**config.mk**
```make
export PLATFORM = sky130hd
export DESIGN_NAME = fc_layer_sequencer
export DESIGN_NICKNAME = d
export VERILOG_FILES = /design/src/rtl/fc_seq_pkg.sv /design/src/rtl/fc_beat_counter.sv /design/src/rtl/fc_layer_sequencer.sv
export SDC_FILE = /design/constraint.sdc
export NUM_CORES = 1
export LEC_CHECK = 0
export ABC_AREA = 1
export ABC_CLOCK_PERIOD_IN_PS = 3600
export BUFFER_PORTS_ARGS = -buffer_cell sky130_fd_sc_hd__buf_2
export CAP_MARGIN = 10
export CORE_MARGIN = 5
export CORE_UTILIZATION = 40
export CTS_BUF_LIST = sky130_fd_sc_hd__clkbuf_4
export DETAILED_ROUTE_END_ITERATION = 8
export GPL_TIMING_DRIVEN = 0
export PLACE_DENSITY = 0.73
export RECOVER_POWER = 100
export SLEW_MARGIN = 20
export SYNTH_ARGS = -nofsm -noshare
export SYNTH_HDL_FRONTEND = slang
export SYNTH_SLANG_ARGS = --single-unit
```
**constraint.sdc**
```tcl
create_clock -name clk -period 3.6 [get_ports clk]
set_input_delay 0.18 -clock clk [delete_from_list [all_inputs] [get_ports clk]]
set_output_delay 0.18 -clock clk [all_outputs]
set_load 0.01 [all_outputs]
```
**src/rtl/fc_seq_pkg.sv**
```systemverilog
// rtl/fc_seq_pkg.sv - shared types and constants for the FC layer sequencer
package fc_seq_pkg;

  localparam int DEF_ARRAY_DIM = 16;
  localparam int DEF_MAX_TILES = 15;

  localparam int NODE_W = 7;
  localparam int TILE_W = 4;
  localparam int LEN_W  = 9;

  typedef enum logic [2:0] {
    S_IDLE      = 3'd0,
    S_LOAD_W    = 3'd1,
    S_FEED      = 3'd2,
    S_DRAIN     = 3'd3,
    S_WAIT_LAST = 3'd4,
    S_DONE      = 3'd5
  } fc_state_e;

endpackage

```
**src/rtl/fc_beat_counter.sv**
```systemverilog
// rtl/fc_beat_counter.sv - clearable beat counter with terminal-count detect
module fc_beat_counter #(
  parameter int W = 7
) (
  input  logic         clk,
  input  logic         rst_n,
  input  logic         i_clear,
  input  logic         i_inc,
  input  logic [W-1:0] i_term,
  output logic         o_hit
);

  logic [W-1:0] r_count;
  logic         w_at_term;
  logic         w_next_term;

  assign w_at_term   = (r_count == i_term);
  // Hit includes the beat arriving this cycle so the tile can close without a bubble.
  assign w_next_term = i_inc && (({1'b0, r_count} + {{W{1'b0}}, 1'b1}) == {1'b0, i_term});
  assign o_hit       = w_at_term || w_next_term;

  always_ff @(posedge clk or negedge rst_n) begin
    if (!rst_n) begin
      r_count <= '0;
    end else if (i_clear) begin
      r_count <= '0;
    end else if (i_inc && !w_at_term) begin
      r_count <= r_count + {{(W-1){1'b0}}, 1'b1};
    end
  end

endmodule

```
**src/rtl/fc_layer_sequencer.sv**
```systemverilog
// rtl/fc_layer_sequencer.sv - tiles one FC layer into weight-fetch and input-feed commands
module fc_layer_sequencer
  import fc_seq_pkg::*;
#(
  parameter int ARRAY_DIM = DEF_ARRAY_DIM,
  parameter int MAX_TILES = DEF_MAX_TILES
) (
  input  logic              clk,
  input  logic              rst_n,
  input  logic              start_i,
  input  logic [LEN_W-1:0]  in_len_i,
  input  logic [NODE_W-1:0] out_node_num_i,
  output logic              busy_o,
  output logic              done_o,
  output logic              err_o,
  output logic              wfetch_valid_o,
  input  logic              wfetch_ready_i,
  output logic [TILE_W-1:0] wfetch_tile_o,
  output logic              feed_valid_o,
  input  logic              feed_ready_i,
  output logic [TILE_W-1:0] feed_tile_o,
  output logic [NODE_W-1:0] feed_len_o,
  input  logic              pvalid_i,
  input  logic              acc_last_i,
  output logic [NODE_W-1:0] out_node_num_o,
  output logic [TILE_W-1:0] tile_num_o
);

  localparam int SHIFT = $clog2(ARRAY_DIM);

  fc_state_e         r_state;
  logic [NODE_W-1:0] r_nodes;
  logic [TILE_W-1:0] r_tiles;
  logic [TILE_W-1:0] r_tile;
  logic              r_busy;
  logic              r_done;
  logic              r_err;
  logic              r_wfetch_valid;
  logic              r_feed_valid;

  logic [LEN_W:0]    w_tiles_full;
  logic              w_cfg_bad;
  logic              w_proto_err;
  logic              w_beat_inc;
  logic              w_beat_hit;
  logic              w_beat_clear;
  logic              w_last_tile;
  logic              w_feed_xfer;
  logic              w_tile_done;

  assign w_tiles_full = ({1'b0, in_len_i} + (LEN_W+1)'(ARRAY_DIM - 1)) >> SHIFT;
  assign w_cfg_bad    = (in_len_i == '0) || (out_node_num_i == '0) ||
                        (w_tiles_full > (LEN_W+1)'(MAX_TILES));

  assign w_proto_err  = (pvalid_i && (r_state == S_IDLE || r_state == S_LOAD_W ||
                                      r_state == S_WAIT_LAST || r_state == S_DONE)) ||
                        (acc_last_i && (r_state != S_WAIT_LAST));

  // Beats may arrive while the feed command is still being handed off.
  assign w_beat_inc   = pvalid_i && (r_state == S_FEED || r_state == S_DRAIN);
  assign w_feed_xfer  = (r_state == S_FEED) && feed_ready_i;
  assign w_tile_done  = (w_feed_xfer && w_beat_hit) || ((r_state == S_DRAIN) && w_beat_hit);
  assign w_beat_clear = w_tile_done || (r_state == S_IDLE);
  assign w_last_tile  = (r_tile == (r_tiles - TILE_W'(1)));

  fc_beat_counter #(
    .W (NODE_W)
  ) u_beat_counter (
    .clk     (clk),
    .rst_n   (rst_n),
    .i_clear (w_beat_clear),
    .i_inc   (w_beat_inc),
    .i_term  (r_nodes),
    .o_hit   (w_beat_hit)
  );

  always_ff @(posedge clk or negedge rst_n) begin
    if (!rst_n) begin
      r_state        <= S_IDLE;
      r_nodes        <= '0;
      r_tiles        <= '0;
      r_tile         <= '0;
      r_busy         <= 1'b0;
      r_done         <= 1'b0;
      r_err          <= 1'b0;
      r_wfetch_valid <= 1'b0;
      r_feed_valid   <= 1'b0;
    end else begin
      r_done <= 1'b0;

      case (r_state)
        S_IDLE: begin
          if (start_i) begin
            if (w_cfg_bad) begin
              r_err <= 1'b1;
            end else begin
              r_err          <= 1'b0;
              r_nodes        <= out_node_num_i;
              r_tiles        <= w_tiles_full[TILE_W-1:0];
              r_tile         <= '0;
              r_busy         <= 1'b1;
              r_wfetch_valid <= 1'b1;
              r_state        <= S_LOAD_W;
            end
          end
        end

        S_LOAD_W: begin
          if (wfetch_ready_i) begin
            r_wfetch_valid <= 1'b0;
            r_feed_valid   <= 1'b1;
            r_state        <= S_FEED;
          end
        end

        S_FEED: begin
          if (feed_ready_i) begin
            r_feed_valid <= 1'b0;
            r_state      <= S_DRAIN;
          end
        end

        S_DRAIN: begin
        end

        S_WAIT_LAST: begin
          if (acc_last_i) begin
            r_done  <= 1'b1;
            r_busy  <= 1'b0;
            r_state <= S_DONE;
          end
        end

        S_DONE: begin
          r_state <= S_IDLE;
        end

        default: begin
          r_state <= S_IDLE;
        end
      endcase

      // Tile completion overrides the FEED->DRAIN step when the last beat lands on the handshake.
      if (w_tile_done) begin
        if (w_last_tile) begin
          r_state <= S_WAIT_LAST;
        end else begin
          r_tile         <= r_tile + TILE_W'(1);
          r_wfetch_valid <= 1'b1;
          r_state        <= S_LOAD_W;
        end
      end

      if (w_proto_err) begin
        r_err <= 1'b1;
      end
    end
  end

  assign busy_o         = r_busy;
  assign done_o         = r_done;
  assign err_o          = r_err;
  assign wfetch_valid_o = r_wfetch_valid;
  assign wfetch_tile_o  = r_tile;
  assign feed_valid_o   = r_feed_valid;
  assign feed_tile_o    = r_tile;
  assign feed_len_o     = r_nodes;
  assign out_node_num_o = r_nodes;
  assign tile_num_o     = r_tiles;

endmodule

```
---- Word level (Yosys, flattened, before mapping) ----
Cells that the tools add are included.
word-level totals
  flip-flop bits (word level) ............. 30
  latch bits .............................. 0
  memory bits (writable) .................. 0
  ROM bits ................................ 0
  output and inout port bits .............. 31
  word-level logic and storage cells ...... 103
  memories ................................ 0
cells by class
  add/sub/neg operators ................... 5
  multiply operators ...................... 0
  divide/modulo/power cells ............... 0
  $lt $le $gt $ge ......................... 1
  eq/ne operators ......................... 20
  shift-type cells ........................ 0
  multiplexer cells ....................... 34
  bitwise operators ....................... 1
  reductions and logical operators ........ 32
operator list
  kind                                                                              count
  3-bit 2-to-1 mux                                                                  7
  4-bit 2-to-1 mux                                                                  5
  3-bit inequality test (second input constant)                                     6
  1-bit 2-to-1 mux                                                                  16
  3-bit case mux with 5 select lines                                                1
  7-bit 2-to-1 mux                                                                  2
  2-bit inequality test (second input constant)                                     6
  9-bit by 4-bit adder with 10-bit output (second input constant)                   1
  1-bit logical OR                                                                  10
  2-bit nonzero test                                                                5
  9-bit zero test                                                                   1
  7-bit by 1-bit adder with 8-bit output (second input constant)                    1
  8-bit by 7-bit == test with 1-bit output                                          1
  1-bit logical AND                                                                 8
  7-bit by 1-bit adder with 7-bit output (second input constant)                    1
  7-bit == test                                                                     1
  7-bit zero test                                                                   1
  3-bit by 2-bit == test with 1-bit output (second input constant)                  2
  3-bit == test (second input constant)                                             2
  6-bit by 4-bit greater-than comparator with 1-bit output (second input constant)  1
  1-bit case mux with 2 select lines                                                3
  3-bit AND reduction                                                               2
  6-bit AND reduction                                                               1
  4-bit by 1-bit adder with 4-bit output (second input constant)                    1
  other kinds (8)                                                                   8

---- Depth between registers and ports, before layout ----
  depth in word-level cells ............... 9
  gate-level depth with buffers ........... 15
  depth with buffers taken out ............ 15

---- Hierarchy ----
From an unflattened synthesis, not the netlist that was laid out.
second synthesis, totals
  cells, all modules ...................... 306
  area total of the unflattened synthesis .. 2259.7 µm²
by module, submodules not included
  module              times used  cells an instance  area an instance (µm²)  seq. area each (µm²)
  fc_layer_sequencer  1           182                1438.9                  575.6
  fc_beat_counter     1           124                820.8                   175.2

---- Least setup slack after synthesis ----
Ideal clock, no wire load.
  path type ............................... register to register
  from .................................... reg u_beat_counter.r_count[0]
  to ...................................... reg r_state[1]
  setup time .............................. 117 ps
  data arrival time ....................... 1560 ps
  required time ........................... 3483 ps
  slack ................................... 1923 ps
  stages on the path, launching flop included .. 16
  buffers on the path ..................... 0
  path through ............................ dfrtp_1 ha_1 inv_1 nand2_1 nand2_1 nand2_1 nor2_1 nand2_1 nor2_1 nand2_1 nand2_4 nand2_4 nand2_1 nand2_1 nand2_1 nand2_1
on the way
  cells in the longest elaborated chain, start to end .. 8
ends and longest elaborated chain
  element                                                                                 line                       source
  start, declared                                                                         fc_beat_counter.sv:13      logic [W-1:0] r_count;
  start signal, assigned                                                                  fc_beat_counter.sv:28      r_count <= r_count + {{(W-1){1'b0}}, 1'b1};
  7-bit by 1-bit adder with 8-bit output                                                  fc_beat_counter.sv:19      assign w_next_term = i_inc && (({1'b0, r_count} + {{W{1'b0}}, 1'b1}) == {1'b0, i_term});
  8-bit by 7-bit == test with 1-bit output                                                fc_beat_counter.sv:19
  1-bit logical AND                                                                       fc_beat_counter.sv:19
  1-bit logical OR *                                                                      fc_beat_counter.sv:20      assign o_hit = w_at_term || w_next_term;
  1-bit logical AND                                                                       fc_layer_sequencer.sv:62   assign w_tile_done = (w_feed_xfer && w_beat_hit) || ((r_state == S_DRAIN) && w_beat_hit);
  1-bit logical OR *                                                                      fc_layer_sequencer.sv:62
  3-bit inequality test (no source line) / 2-bit inequality test (equally long branches)  -
  6-bit AND reduction (no source line)                                                    -
  end signal, assigned                                                                    fc_layer_sequencer.sv:79   r_state <= S_IDLE;
  end signal, assigned                                                                    fc_layer_sequencer.sv:103  r_state <= S_LOAD_W;
  end signal, assigned                                                                    fc_layer_sequencer.sv:112  r_state <= S_FEED;
  end, declared                                                                           fc_layer_sequencer.sv:31   fc_state_e r_state;
Every way passes the cells marked *; elsewhere a longest branch is shown, timed or not.
A chain may end at the register's enable or synchronous reset.

---- Worst setup path after layout ----
  from .................................... reg u_beat_counter.r_count[0]
  to ...................................... reg r_tile[3], in the netlist feed_tile_o[3]
on the way
  cells in the longest elaborated chain, start to end .. 7
ends and longest elaborated chain
  element                                   line                       source
  7-bit by 1-bit adder with 8-bit output    fc_beat_counter.sv:19
  8-bit by 7-bit == test with 1-bit output  fc_beat_counter.sv:19
  1-bit logical AND                         fc_beat_counter.sv:19
  1-bit logical OR *                        fc_beat_counter.sv:20
  1-bit logical AND                         fc_layer_sequencer.sv:62
  1-bit logical OR *                        fc_layer_sequencer.sv:62
  4-bit 2-to-1 mux *                        fc_layer_sequencer.sv:144  if (w_tile_done) begin
  end signal, assigned                      fc_layer_sequencer.sv:148  r_tile <= r_tile + TILE_W'(1);
  end, declared                             fc_layer_sequencer.sv:34   logic [TILE_W-1:0] r_tile;
Marks and branches as above.

==> impl_metrics.json <==
{
  "grt_usage_pct": 15.4,
  "period_share_pct": 57.8,
  "drive_gt1_share_pct": 15.9,
  "ys_warn_count": 0,
  "cp_max_fo": 9,
  "die_area_um2": 6580,
  "ys_seq_area_share_pct": 37.1,
  "hold_start": "acc_last_i",
  "syn_inst": 290,
  "p_int_uw": 882,
  "drv_slew": 31,
  "nNetsFinal": 377,
  "cts.path.max_buffers": 2,
  "r2r-start": "u_beat_counter.r_count[0]",
  "setup_violations": 0,
  "violations": "capacitance limit, slew limit",
  "end_kind": "flip-flop",
  "h-tree-depth": 2,
  "die_w_um": 81.1,
  "cts-root-buf": "clkbuf_4",
  "cts_resized": 0,
  "fin_worst_skew_ps": 16.1,
  "vias": 1895,
  "combPwrFrac_pct": 52.8,
  "peakVddDrop_mv": 0.251,
  "antenna_left": 0,
  "die_h_um": 81.1,
  "cts.sinks": 30,
  "cts_inserted_buffers": 5,
  "startpoint": "u_beat_counter.r_count[0]",
  "power_density_nw_per_um2": 687,
  "dp_hpwl_mm": 3.71,
  "status": "finished with violations",
  "power.net_switching_uw": 745,
  "finalHoldViolCount": 0,
  "finalPower_mw": 1.63,
  "p_seq_share_pct": 36.2,
  "place_congestion": 0.854,
  "worst_skew_pair.late_latency_ps": 330,
  "swShare_pct": 45.8,
  "worst_pin_slew_ps": 1610,
  "syn-num-nets": 316,
  "grt.overflow.total": 0,
  "grt_max_degree": 31,
  "rsz0062_at_grt": "false",
  "fmax_mhz": 481,
  "startpoint_type": "flip-flop",
  "setup-tns-final_ps": 0,
  "grt_pass1_wl_mm": 7.92,
  "maxCapViolations": 1,
  "holdCritPathClass": "in2reg",
  "pwr-share-clk_pct": 11.0,
  "pin_count": 54,
  "drt_iter0_markers": 81,
  "syn2layout_area_growth_pct": 17.0,
  "synth_cell_type_count": 30,
  "first_pass_iters": 4,
  "std_cell_rows": 25,
  "grt_pass1_vias": 1858,
  "required_ps": 3860,
  "relSlewSlack_pct": -7.40,
  "initial_utilization_pct": 42.0,
  "drt-vias-per-instance": 4.52,
  "worstSetupPathType": "reg2reg",
  "syn_area_um2": 2020,
  "period_minus_slack_ps": 2080,
  "ys_ff_latch": 30,
  "route.detailed.drc": 0,
  "clkSlewWorstSetupHoldPaths_ps": 90,
  "p_leak_nw": 1.29,
  "wirelength_mm": 4.59,
  "wl_per_cell_um": 11.0,
  "cts_tree": "built",
  "cp.arrival_ps": 2340,
  "antenna_found_initial": 0,
  "synth.avg_cell_area_um2": 6.98,
  "core_area_um2": 4820,
  "n_antenna_cell": 0,
  "portBuffers": 53
}
-- cell type report --
| class | instances | area (µm²) |
|---|---|---|
| Sequential cell | 30 | 751 |
| Multi-Input combinational cell | 202 | 977 |
| Tap cell | 67 | 83.8 |
| Fill cell | 529 | 2450 |
| Timing Repair Buffer | 54 | 249 |
| Clock buffer | 5 | 37.5 |
| Clock inverter | 3 | 11.3 |
| Buffer | 13 | 90.1 |
| Inverter | 45 | 169 |
-- synth_stat cells --
| cell type | number | area (µm²) |
|---|---|---|
| buf_4 | 11 | 82.6 |
| nor3_1 | 2 | 10.0 |
| mux2_2 | 1 | 11.3 |
| o21ai_0 | 12 | 60.1 |
| nand4_1 | 1 | 6.26 |
| nor2_1 | 34 | 128 |
| inv_2 | 2 | 7.51 |
| xor2_1 | 7 | 61.3 |
| a21oi_1 | 7 | 35.0 |
| nand3_1 | 20 | 100 |
| nand2_1 | 87 | 327 |
| nand2_4 | 2 | 22.5 |
| o2111ai_1 | 1 | 8.76 |
| a22oi_1 | 1 | 7.51 |
| o22ai_1 | 1 | 6.26 |
| inv_1 | 42 | 158 |
| nand3_4 | 1 | 17.5 |
| a21oi_2 | 1 | 8.76 |
| nor3_2 | 1 | 10.0 |
| buf_2 | 2 | 10.0 |
| o21ai_1 | 3 | 15.0 |
| nand2_2 | 2 | 12.5 |
| dfrtp_1 | 30 | 751 |
| or2_2 | 1 | 6.26 |
| a21boi_0 | 1 | 7.51 |
| clkinv_1 | 1 | 3.75 |
| o31ai_1 | 3 | 22.5 |
| xnor2_1 | 7 | 61.3 |
| nand3_2 | 3 | 30.0 |
| ha_1 | 3 | 37.5 |
-- final timing paths --
kind / endpoint / slack (ps) / depth (start not counted)
worst min-delay path: err_o / 110 / 3
worst min register to register: feed_valid_o / 510 / 2
min in group asynchronous: u_beat_counter.r_count[1] / 790 / 2
worst max-delay path: feed_tile_o[3] / 1520 / 14
max in group asynchronous: tile_num_o[2] / 1860 / 2
worst max register to register: feed_tile_o[3] / 1520 / 14
-- critical path, stage by stage (launching register included) --
cell     delay, ps
dfrtp_1        450
ha_1           360
inv_1           60
nand2_1         50
nand2_1         50
nand2_1         50
nor2_1          90
nand2_1         50
nor2_1          80
nand2_1         50
nand2_1        110
nand3_1        290
inv_1          200
nand2_1         70
nand2_1         70
-- per-stage QoR --
step,utilization (%),instances,hold WS (ps),area (µm²),setup slack (ps)
6_report,49.2,419,110,2370,1520
5_1_grt,49.2,419,115,2370,1270
4_1_cts,50.5,419,98.8,2430,1750
3_5_place_dp,49.3,410,264,2370,1770
3_3_place_gp,49.3,410,263,2370,1770
2_1_floorplan,-,290,-116,2020,1920
-- flip-flops by register name, indices dropped and copies added (netlist names) --
name                    flops
feed_valid_o                1
r_state                     3
feed_len_o                  7
u_beat_counter.r_count      7
tile_num_o                  4
wfetch_valid_o              1
feed_tile_o                 4
done_o                      1
err_o                       1
busy_o                      1
-- cells in the final DEF (no fill, tap or decap), types with 2 or more instances in the layout --
cell and n:
xnor2_1 7, nand3_2 2, inv_1 43, o21ai_1 2, o21ai_0 13, clkbuf_4 16, buf_2 32, nor3_1 2
nor2_1 34, nand3_1 22, clkbuf_1 23, clkinv_1 4, ha_1 3, dfrtp_1 30, nand2_1 90, a21oi_1 7
o31ai_1 3, xor2_1 7
-- per-layer routing --
layer  up-vias  track usage, %  routed length (µm)
met5         -               0                   0
met4         0            4.56                  49
met3         5            4.10                 215
met2        32            25.2                2190
met1       848            19.8                2130
li1       1010               -                   -
-- cell families after synthesis --
group           count (synthesis)  share of synthesized area, %
buf+inv                        58                          12.9
compound gates                 30                          8.47
xor+xnor                       14                          6.06
fa+ha+maj                       3                          1.85
simple gates                  154                          33.1
mux                             1                         0.556
flops                          30                          37.1
-- power groups by stage --
| stage | Combinational [mW] | Clock [mW] | Sequential [mW] |
|---|---|---|---|
| finish | 0.859 | 0.179 | 0.589 |
| global route | 0.989 | 0.204 | 0.609 |
| CTS | 0.927 | 0.189 | 0.588 |
| detailed placement | 0.923 | 0 | 0.593 |
| global placement | 0.899 | 0 | 0.590 |
| floorplan | 0.620 | 0 | 0.602 |
-- repair_timing --
action                    4_1_cts  5_1_grt
hold buffers                    1        0
hold endpoints to repair       30        0
buffers inserted                0        0
Note: power is estimated with default switching activity, not from simulation.
